==> config.mk <==
export PLATFORM = sky130hd
export DESIGN_NAME = external_memory_bridge
export DESIGN_NICKNAME = d
export VERILOG_FILES = /design/src/rtl/external_memory_bridge.sv
export SDC_FILE = /design/constraint.sdc
export NUM_CORES = 1
export LEC_CHECK = 0
export CORE_UTILIZATION = 45
export CTS_CLUSTER_SIZE = 16
export DETAILED_ROUTE_END_ITERATION = 16
export DONT_BUFFER_PORTS = 1
export PLACE_DENSITY_LB_ADDON = 0.25
export SLEW_MARGIN = 20
export SYNTH_ARGS = -nofsm -noshare
export SYNTH_HDL_FRONTEND = slang
export SYNTH_SLANG_ARGS = --single-unit
==> constraint.sdc <==
create_clock -name clk_i -period 1.8 [get_ports clk_i]
set_clock_uncertainty 0.05 [all_clocks]
set_input_delay 0.18 -clock clk_i [delete_from_list [all_inputs] [get_ports clk_i]]
set_output_delay 0.18 -clock clk_i [all_outputs]
set_load 0.03 [all_outputs]
==> src/rtl/external_memory_bridge.sv <==
// Bridges a delay line's per-tick write/read intent onto a req/ack external memory port:
// optional write, then one read. Define EXT_MEM_BRIDGE_TIMEOUT_EN to enable the ack watchdog.
module external_memory_bridge #(
    parameter int                    DWIDTH     = 16,
    parameter int                    AWIDTH     = 16,
    parameter int                    MEM_AWIDTH = 24,
    parameter logic [MEM_AWIDTH-1:0] BASE_ADDR  = '0,
    parameter int                    TIMEOUT    = 255
) (
    input  logic                  clk_i,
    input  logic                  rst_n_i,
    input  logic                  sample_tick_i,
    input  logic                  write_enable_i,
    input  logic [AWIDTH-1:0]     write_address_i,
    input  logic [DWIDTH-1:0]     writedata_i,
    input  logic [AWIDTH-1:0]     read_address_i,
    output logic [DWIDTH-1:0]     readdata_o,
    output logic                  mem_req_o,
    output logic                  mem_we_o,
    output logic [MEM_AWIDTH-1:0] mem_addr_o,
    output logic [DWIDTH-1:0]     mem_wdata_o,
    input  logic                  mem_ack_i,
    input  logic [DWIDTH-1:0]     mem_rdata_i,
    output logic                  busy_o,
    output logic                  overrun_o,
    output logic                  timeout_o
);

    typedef enum logic [1:0] {
        IDLE  = 2'd0,
        WRITE = 2'd1,
        READ  = 2'd2
    } state_t;

    state_t state, state_next;

    logic [AWIDTH-1:0]     waddr_q, waddr_next;
    logic [AWIDTH-1:0]     raddr_q, raddr_next;
    logic [DWIDTH-1:0]     wdata_q, wdata_next;
    logic [MEM_AWIDTH-1:0] addr_next;
    logic [DWIDTH-1:0]     rdata_next;
    logic                  accept;
    logic                  xfer_done;
    logic                  wd_expire;
    logic                  set_timeout;
    logic                  set_overrun;
    logic                  load_rdata;

    function automatic logic [MEM_AWIDTH-1:0] to_mem_addr(input logic [AWIDTH-1:0] addr);
        return BASE_ADDR + MEM_AWIDTH'(addr);
    endfunction

    assign xfer_done   = mem_req_o && mem_ack_i;
    assign set_overrun = sample_tick_i && (state != IDLE);
    assign busy_o      = (state != IDLE);

    always_comb begin
        // NOTE: every signal driven here gets a default first, so no latch is inferred.
        state_next  = state;
        accept      = 1'b0;
        set_timeout = 1'b0;
        load_rdata  = 1'b0;
        rdata_next  = mem_rdata_i;
        case (state)
            IDLE: begin
                if (sample_tick_i) begin
                    accept     = 1'b1;
                    state_next = write_enable_i ? WRITE : READ;
                end
            end
            WRITE: begin
                // An abandoned write still falls through to the read.
                if (xfer_done) begin
                    state_next = READ;
                end else if (wd_expire) begin
                    state_next  = READ;
                    set_timeout = 1'b1;
                end
            end
            READ: begin
                if (xfer_done) begin
                    load_rdata = 1'b1;
                    state_next = IDLE;
                end else if (wd_expire) begin
                    load_rdata  = 1'b1;
                    rdata_next  = '0;
                    set_timeout = 1'b1;
                    state_next  = IDLE;
                end
            end
            default: state_next = IDLE;
        endcase
    end

    // Latches only move on an accepted tick, which keeps address/data stable per request.
    assign waddr_next = accept ? write_address_i : waddr_q;
    assign raddr_next = accept ? read_address_i  : raddr_q;
    assign wdata_next = accept ? writedata_i     : wdata_q;
    assign addr_next  = (state_next == WRITE) ? to_mem_addr(waddr_next) : to_mem_addr(raddr_next);

    always_ff @(posedge clk_i or negedge rst_n_i) begin
        // NOTE: sequential state uses non-blocking assignments only.
        if (!rst_n_i) begin
            state       <= IDLE;
            waddr_q     <= '0;
            raddr_q     <= '0;
            wdata_q     <= '0;
            mem_req_o   <= 1'b0;
            mem_we_o    <= 1'b0;
            mem_addr_o  <= '0;
            mem_wdata_o <= '0;
            readdata_o  <= '0;
            overrun_o   <= 1'b0;
        end else begin
            state       <= state_next;
            waddr_q     <= waddr_next;
            raddr_q     <= raddr_next;
            wdata_q     <= wdata_next;
            // Memory-side outputs are registered from the next state.
            mem_req_o   <= (state_next != IDLE);
            mem_we_o    <= (state_next == WRITE);
            mem_addr_o  <= addr_next;
            mem_wdata_o <= wdata_next;
            if (load_rdata) begin
                readdata_o <= rdata_next;
            end
            if (set_overrun) begin
                overrun_o <= 1'b1;
            end
        end
    end

`ifdef EXT_MEM_BRIDGE_TIMEOUT_EN
    localparam int CW = (TIMEOUT > 1) ? $clog2(TIMEOUT) : 1;

    logic [CW-1:0] wd_cnt;

    assign wd_expire = (state != IDLE) && !xfer_done && (wd_cnt == CW'(TIMEOUT - 1));

    always_ff @(posedge clk_i or negedge rst_n_i) begin
        if (!rst_n_i) begin
            wd_cnt    <= '0;
            timeout_o <= 1'b0;
        end else begin
            // Restart on every entry into WRITE or READ.
            if ((state_next != state) || (state == IDLE)) begin
                wd_cnt <= '0;
            end else begin
                wd_cnt <= wd_cnt + CW'(1);
            end
            if (set_timeout) begin
                timeout_o <= 1'b1;
            end
        end
    end
`else
    logic unused_timeout;

    assign wd_expire      = 1'b0;
    assign timeout_o      = 1'b0;
    assign unused_timeout = set_timeout ^ (TIMEOUT == 0);
`endif

endmodule

==> results of run 1 <==
## power by group through the flow
stage / registers (mW) / logic (mW) / clock network, mW
final: 4.48 / 2.24 / 1.38
after global routing: 4.60 / 2.42 / 1.49
after CTS: 4.48 / 2.11 / 1.42
after detailed placement: 4.50 / 2.00 / 0
after floorplan: 4.38 / 1.64 / 0
after global placement: 4.48 / 1.87 / 0
## placed cells by master (no fill, tap or decap), types with 2 or more instances in the layout
master / synthesis / layout
mux2_1: 20 / 20
dlygate4sd3_1: 0 / 65
clkbuf_16: 0 / 2
mux2_2: 40 / 40
mux2_4: 20 / 20
buf_4: 11 / 7
dfrtp_1: 85 / 84
conb_1: 1 / 9
clkbuf_8: 0 / 11
buf_12: 0 / 3
or2_1: 2 / 2
## registers in the layout (all words and copies together), names as in the netlist
| signal | flops |
|---|---|
| mem_addr_o | 16 |
| mem_req_o | 1 |
| mem_we_o | 1 |
| overrun_o | 1 |
| raddr_q | 16 |
| readdata_o | 16 |
| state | 2 |
| waddr_q | 16 |
| wdata_q | 16 |
## worst paths after layout
path / slack [ns] / to / cells after the start / startpoint
min reg2reg: 0.43 / raddr_q[12]$_DFF_PN0_ / 1 / raddr_q[12]$_DFF_PN0_
max in group asynchronous: 2.10 / mem_addr_o[11]$_DFF_PN0_ / 0 / rst_n_i
max: 0.03 / mem_addr_o[13]$_DFF_PN0_ / 5 / state[1]$_DFF_PN0_
min: -0.53 / readdata_o[5]$_DFFE_PN0P_ / 0 / rst_n_i
min in group clk_i: 0.06 / state[1]$_DFF_PN0_ / 2 / write_enable_i
max reg2reg: 0.03 / mem_addr_o[13]$_DFF_PN0_ / 5 / state[1]$_DFF_PN0_
## kinds of logic (layout without fill, tap and decap cells)
family,Yosys count,count (layout)
DFF,85,85
muxes,80,80
buffers and inverters,17,94
other,1,9
and+or+nand+nor,7,7
AOI/OAI and AO/OA,5,5
## worst register-to-register path, cell delays in order, from the launching register on
cell	delay, ns
dfrtp_1	0.43
nor3b_4	0.22
buf_4	0.17
clkbuf_16	0.17
mux2_1	0.34
mux2_2	0.28
## per-stage QoR
stage / TNS, ns / power, mW / setup WS [ns]
2_1_floorplan: 0 / 6.02 / 0.0895
3_3_place_gp: 0 / 6.35 / 0.0708
3_5_place_dp: 0 / 6.50 / 0.0132
4_1_cts: 0 / 8.01 / 0.00620
5_1_grt: -0.0184 / 8.51 / -0.00967
6_report: 0 / 8.10 / 0.0324
## area by class of cell
cell class / count / area share
Sequential cell: 85 / 0.484
Multi-Input combinational cell: 101 / 0.253
Timing Repair Buffer: 78 / 0.187
Clock buffer: 12 / 0.0352
Tap cell: 99 / 0.0281
Clock inverter: 4 / 0.0125
## routing by layer
metal  global-route usage  wire, µm
met5                    0         0
met2                0.297      3400
met4               0.0748        91
met1                0.182      2730
met3               0.0518       542
## timing repair
action / CTS / global route
setup buffers: 0 / 2
endpoints found under the hold margin: 150 / 85
gates resized for setup: 0 / 1
endpoints found under the setup margin: 0 / 16
==> impl_results.md, run 1 <==
* Largest family of logic cells by synthesized area: multiplexers
* Buffers on Ports at 0
* DP Area at 0.00346 mm²
* Vias in the first global route at 1976
* 1st-iter DRT viols at 58
* Largest net degree at the start of global routing at between 80 and 90
* Fill cells at roughly 570
* Worst setup SP type: flip-flop
* Synth area leaders: dfrtp_1 (64%), mux2_2 (13%), mux2_4 (9.0%), mux2_1 (6.7%), buf_4 (2.5%)
* GPL Wtd Cong at about 0.69
* Failing checks: negative hold slack
* Crit share post-route at 0.982
* Simple-gate share of the synthesized area at 0.0150
* Total Wirelength at 6770 µm
* Post-synthesis mux area share at 0.292
* Clock power share at 0.170
* Req. time, crit path at ~2.0 ns
* Part of the power in registers at 0.554
* Die Width at 88.2 µm
* Max cap viols at 0
* Clock transition at path regs at roughly 0.080 ns
* Die ar. at ~0.0078 mm²
* Post-synth cell types at 20
* CTS Buffer Depth at 2
* Total CTS buffers at 9
* Clock period minus worst slack at about 1.8 ns
* Asr flop ratio synth at 1.00
* Worst setup EP type: flip-flop
* Run status: complete, but fails checks
* Core area at between 0.007 and 0.008 mm²
* Syn avg cell area at 17.1 µm²
* Syn-to-layout area delta at 31.8%
* Hold crit path type: in2async
* CTS root buf: clkbuf_8
* Initial antenna violation count at 0
* XOR/XNOR share of the synthesized area at 0
* Num ports at 130
* Slew Viols, Final at 0
* Core Util, Final at 0.610
* Most frequent cells after synthesis: dfrtp_1 (85), mux2_2 (40), mux2_1 (20), mux2_4 (20), buf_4 (11)
* Post-synthesis compound-gate area fraction at 0.0146
* Sequential area share after synthesis at 0.637
* Remaining routing DRC violations at 0
* Switching Power at roughly 3.1 mW
* Synth Register Bits at 85
* Die Height at between 80 and 90 µm
* Tot GR Track Use at 0.167
* Yosys top cell area share at 0.637
* CP Buf/Inv Count at 2
* Final setup viols at 0
* Inst Count DP at roughly 290
* Leak Pwr at approximately 1.9 nW
* Wire per inst at roughly 18 µm
* Ant diodes at 0
* Ys Warns at 0
* Power Density at around 1800 mW/mm²
* Synth Flop Type: dfrtp_1
* Adder-Cell Fraction of Synth Area at 0
* H-tree depth at 3
* Mapped Cells at between 150 and 200
* Cell breakdown of the critical path: nor3b_4, buf_4, clkbuf_16, mux2_1, mux2_2
* Crit Path Category: reg2reg
* Post-route cell area at between 0.004 and 0.005 mm²
* DR vias at roughly 1800
* Mapped Area at 0.00334 mm²
* Footprint of the multi-input gates at about 0.0011 mm²
* Number of synthesized flops with an enable pin at 0
* Initial Util at 0.463
* Hold Worst Slack at -0.529 ns
* Slowest-stage cell, CP: dfrtp_1
* Worst-Skew Late Latency at 0.34 ns
* CTS Sinks at between 80 and 90
* # rows at 31
* Via density at slightly below 5
* Max incr delay on CP at between 0.4 and 0.5 ns
* Crit Path Max Fanout at 10
* Gr ovfl total at 0
* Post-Layout Cell Count at ~380
* Reg area at 0.00213 mm²
* # nets final at between 300 and 400
* First-pass GRT wire length at approximately 9500 µm
* Share of cells above drive strength 1 at 0.332
* Critical Path AT at slightly below 2 ns
* Logic gate share of total power at 0.277
* Worst VDD drop at around 0.83 mV
* Internal power at approximately 5 mW
* CTS Hold Bufs at 65
* Worst path top cell family by delay: multiplexers
* Fmax at roughly 570 MHz
* TritonRoute pass-1 iters at 3
* DP HPWL at 3770 µm
* Sw Ratio at 0.385
* Most numerous cell in the Yosys netlist: dfrtp_1
* Antenna Nets Post-Route at 0
* CTS tree: yes
* Fin. Hold Viols at 85
* Synth area leader: dfrtp_1
Note: power is estimated with default switching activity, not from simulation.
==> inputs of run 2 (changes only) <==
--- a/config.mk
+++ b/config.mk
@@ -9,6 +9,7 @@
 export CTS_CLUSTER_SIZE = 16
 export DETAILED_ROUTE_END_ITERATION = 16
 export DONT_BUFFER_PORTS = 1
+export HOLD_SLACK_MARGIN = 0.05
 export PLACE_DENSITY_LB_ADDON = 0.25
 export SLEW_MARGIN = 20
 export SYNTH_ARGS = -nofsm -noshare
==> run 2 against run 1 <==
  * The run still ends with negative hold slack left
  * Non-clock buffer count grew 2
  * Sequential cell count is the same
  * Die area is the same
  * Sequential share of layout area shrank 0.22 points
  * First-iteration DRC count grew 16%
  * Largest cell class unchanged
  * Highest routed layer unchanged
==> impl_results.md, run 2 (synthesis results as in run 1) <==
* Total CTS buffers at 9 (unchanged)
* First-pass GRT wire length at 9720 µm (+2.4%)
* Antenna Nets Post-Route at 0 (unchanged)
* CTS tree: yes
* Core Util, Final at 0.613 (+0.00277)
* Total Wirelength at 6940 µm (+2.6%)
* Vias in the first global route at 2020 (+2.2%)
* Initial Util at 0.463 (unchanged)
* Run status: complete, but fails checks
* Share of cells above drive strength 1 at 0.330 (-0.00236)
* CTS Buffer Depth at 2 (unchanged)
* CTS Hold Bufs at 67 (+3.1%)
* CTS root buf: clkbuf_8
* Reg2Reg Depth at 5 (unchanged)
* Cell breakdown of the critical path: nor3b_4, buf_4, clkbuf_16, mux2_1, mux2_2
* Worst setup EP type: flip-flop
* Crit Path Max Fanout at 10 (unchanged)
* Logic gate share of total power at 0.278 (about the same)
* Critical Path AT at 1.95 ns (about the same)
* Via density at 4.89 (+1.1%)
* Crit share post-route at 0.984 (+0.00190)
* Power Density at 1840 mW/mm² (-0.20%)
* Part of the power in registers at 0.553 (about the same)
* Commonest non-fill, non-tap cell in the layout: dfrtp_1
* Post-Layout Cell Count at 381 (+0.53%)
* Hold crit path type: in2async
* Ant diodes at 0 (unchanged)
* Worst-Skew Late Latency at 0.34 ns (about the same)
* Buffers on Ports at 0 (unchanged)
* Die Height at 88.2 µm (unchanged)
* Fin. Hold Viols at 85 (unchanged)
* Remaining routing DRC violations at 0 (unchanged)
* Clock power share at 0.170 (about the same)
* DP HPWL at 3770 µm (unchanged)
* H-tree depth at 3 (unchanged)
* Worst setup SP type: flip-flop
* Die ar. at 0.00777 mm² (unchanged)
* Inst Count DP at 293 (unchanged)
* DR vias at 1862 (+1.6%)
* GPL Wtd Cong at 0.693 (unchanged)
* Failing checks: negative hold slack
* Gr ovfl total at 0 (unchanged)
* Crit Path Category: reg2reg
* Worst r2r src: state[1]$_DFF_PN0_
* Worst path top cell family by delay: multiplexers
* Syn-to-layout area delta at 32.4%
* Initial antenna violation count at 0 (unchanged)
* Final setup viols at 0 (unchanged)
* # rows at 31 (unchanged)
* Core area at 0.00721 mm² (unchanged)
* 1st-iter DRT viols at 67 (+16%)
* Hold Worst Slack at -0.526 ns (+0.00267 ns)
* Capture point of the worst reg-to-reg path: mem_addr_o[13]$_DFF_PN0_
* Num ports at 130 (unchanged)
* Register-to-register setup slack at 0.03 ns (about the same)
* Most frequent cells in the layout: dfrtp_1 (84), dlygate4sd3_1 (67), mux2_2 (40)
* Fmax at 565 MHz (-0.19%)
* Switching Power at 3.14 mW (+0.57%)
* Worst VDD drop at 0.833 mV (+0.10%)
* TritonRoute pass-1 iters at 2 (-1)
* Req. time, crit path at 1.98 ns (about the same)
* Wire per inst at 18.2 µm (+2.0%)
* Largest net degree at the start of global routing at 86 (unchanged)
* Slowest-stage cell, CP: dfrtp_1
* Sw Ratio at 0.386 (+0.00118)
* CP Buf/Inv Count at 2 (unchanged)
* Internal power at 4.98 mW (about the same)
* Slew Viols, Final at 0 (unchanged)
* Max incr delay on CP at 0.43 ns (about the same)
* Clock transition at path regs at 0.08 ns (about the same)
* Tot GR Track Use at 0.171 (+0.00360)
* Leak Pwr at 1.94 nW (+0.43%)
* # nets final at 346 (+0.58%)
* Die Width at 88.2 µm (unchanged)
* Max cap viols at 0 (unchanged)
* CTS Sinks at 85 (unchanged)
* Clock period minus worst slack at 1.77 ns (+0.00341 ns)
-- run 2: cell type report --
| class | instances | area [µm²] |
|---|---|---|
| Tap cell | 99 | 124 |
| Clock inverter | 4 | 55.1 |
| Fill cell | 563 | 2790 |
| Multi-Input combinational cell | 101 | 1110 |
| Sequential cell | 85 | 2130 |
| Clock buffer | 12 | 155 |
| Timing Repair Buffer | 80 | 845 |
-- run 2: metrics by stage --
step           TNS [ns]  cell area (µm²)  setup WS (ns)  power [mW]
4_1_cts               0             4340        0.00620        8.01
3_5_place_dp          0             3460         0.0132        6.50
3_3_place_gp          0             3460         0.0708        6.35
6_report              0             4420         0.0290        8.12
5_1_grt         -0.0194             4420        -0.0100        8.52
2_1_floorplan         0             3370         0.0895        6.02
-- run 2: worst max-delay path by stage --
stage / startpoint / end / slack (ns) / depth (start not counted)
6_report: state[1]$_DFF_PN0_ / mem_addr_o[13]$_DFF_PN0_ / 0.03 / 5
3_5_place_dp: state[0]$_DFF_PN0_ / mem_addr_o[11]$_DFF_PN0_ / 0.01 / 4
2_1_floorplan: mem_req_o$_DFF_PN0_ / mem_addr_o[10]$_DFF_PN0_ / 0.09 / 4
4_1_cts: state[0]$_DFF_PN0_ / mem_addr_o[11]$_DFF_PN0_ / 0.006 / 4
5_1_grt: state[1]$_DFF_PN0_ / mem_addr_o[0]$_DFF_PN0_ / -0.01 / 5
3_3_place_gp: state[0]$_DFF_PN0_ / mem_addr_o[5]$_DFF_PN0_ / 0.07 / 4
-- run 2: worst register-to-register path: cells and delay by family (launching register included) --
family	cells	cell delay [ns]
multiplexers	2	0.62
flip-flops	1	0.43
buffers and inverters	2	0.34
AND/OR/NAND/NOR	1	0.22
-- run 2: routing by layer --
layer	routed length, µm	part of all wire	GRT usage	up-vias
li1	-	-	-	822
met1	2880	0.41	0.189	944
met2	3440	0.50	0.302	90
met3	556	0.080	0.0528	6
met4	69	0.0099	0.0748	0
met5	0	0	0	-
-- run 2: power by group through the flow --
stage | Combinational, mW | Clock [mW] | Sequential (mW)
final | 2.25 | 1.38 | 4.49
after global routing | 2.43 | 1.49 | 4.61
after CTS | 2.12 | 1.42 | 4.48
after detailed placement | 2.00 | 0 | 4.50
after global placement | 1.87 | 0 | 4.48
after floorplan | 1.64 | 0 | 4.38
-- run 2: what timing repair did --
| item | in CTS | in global routing |
|---|---|---|
| hold endpoints to repair | 151 | 85 |
| resized for setup | 0 | 1 |
| setup endpoints to repair | 0 | 16 |
| buffers inserted | 0 | 2 |
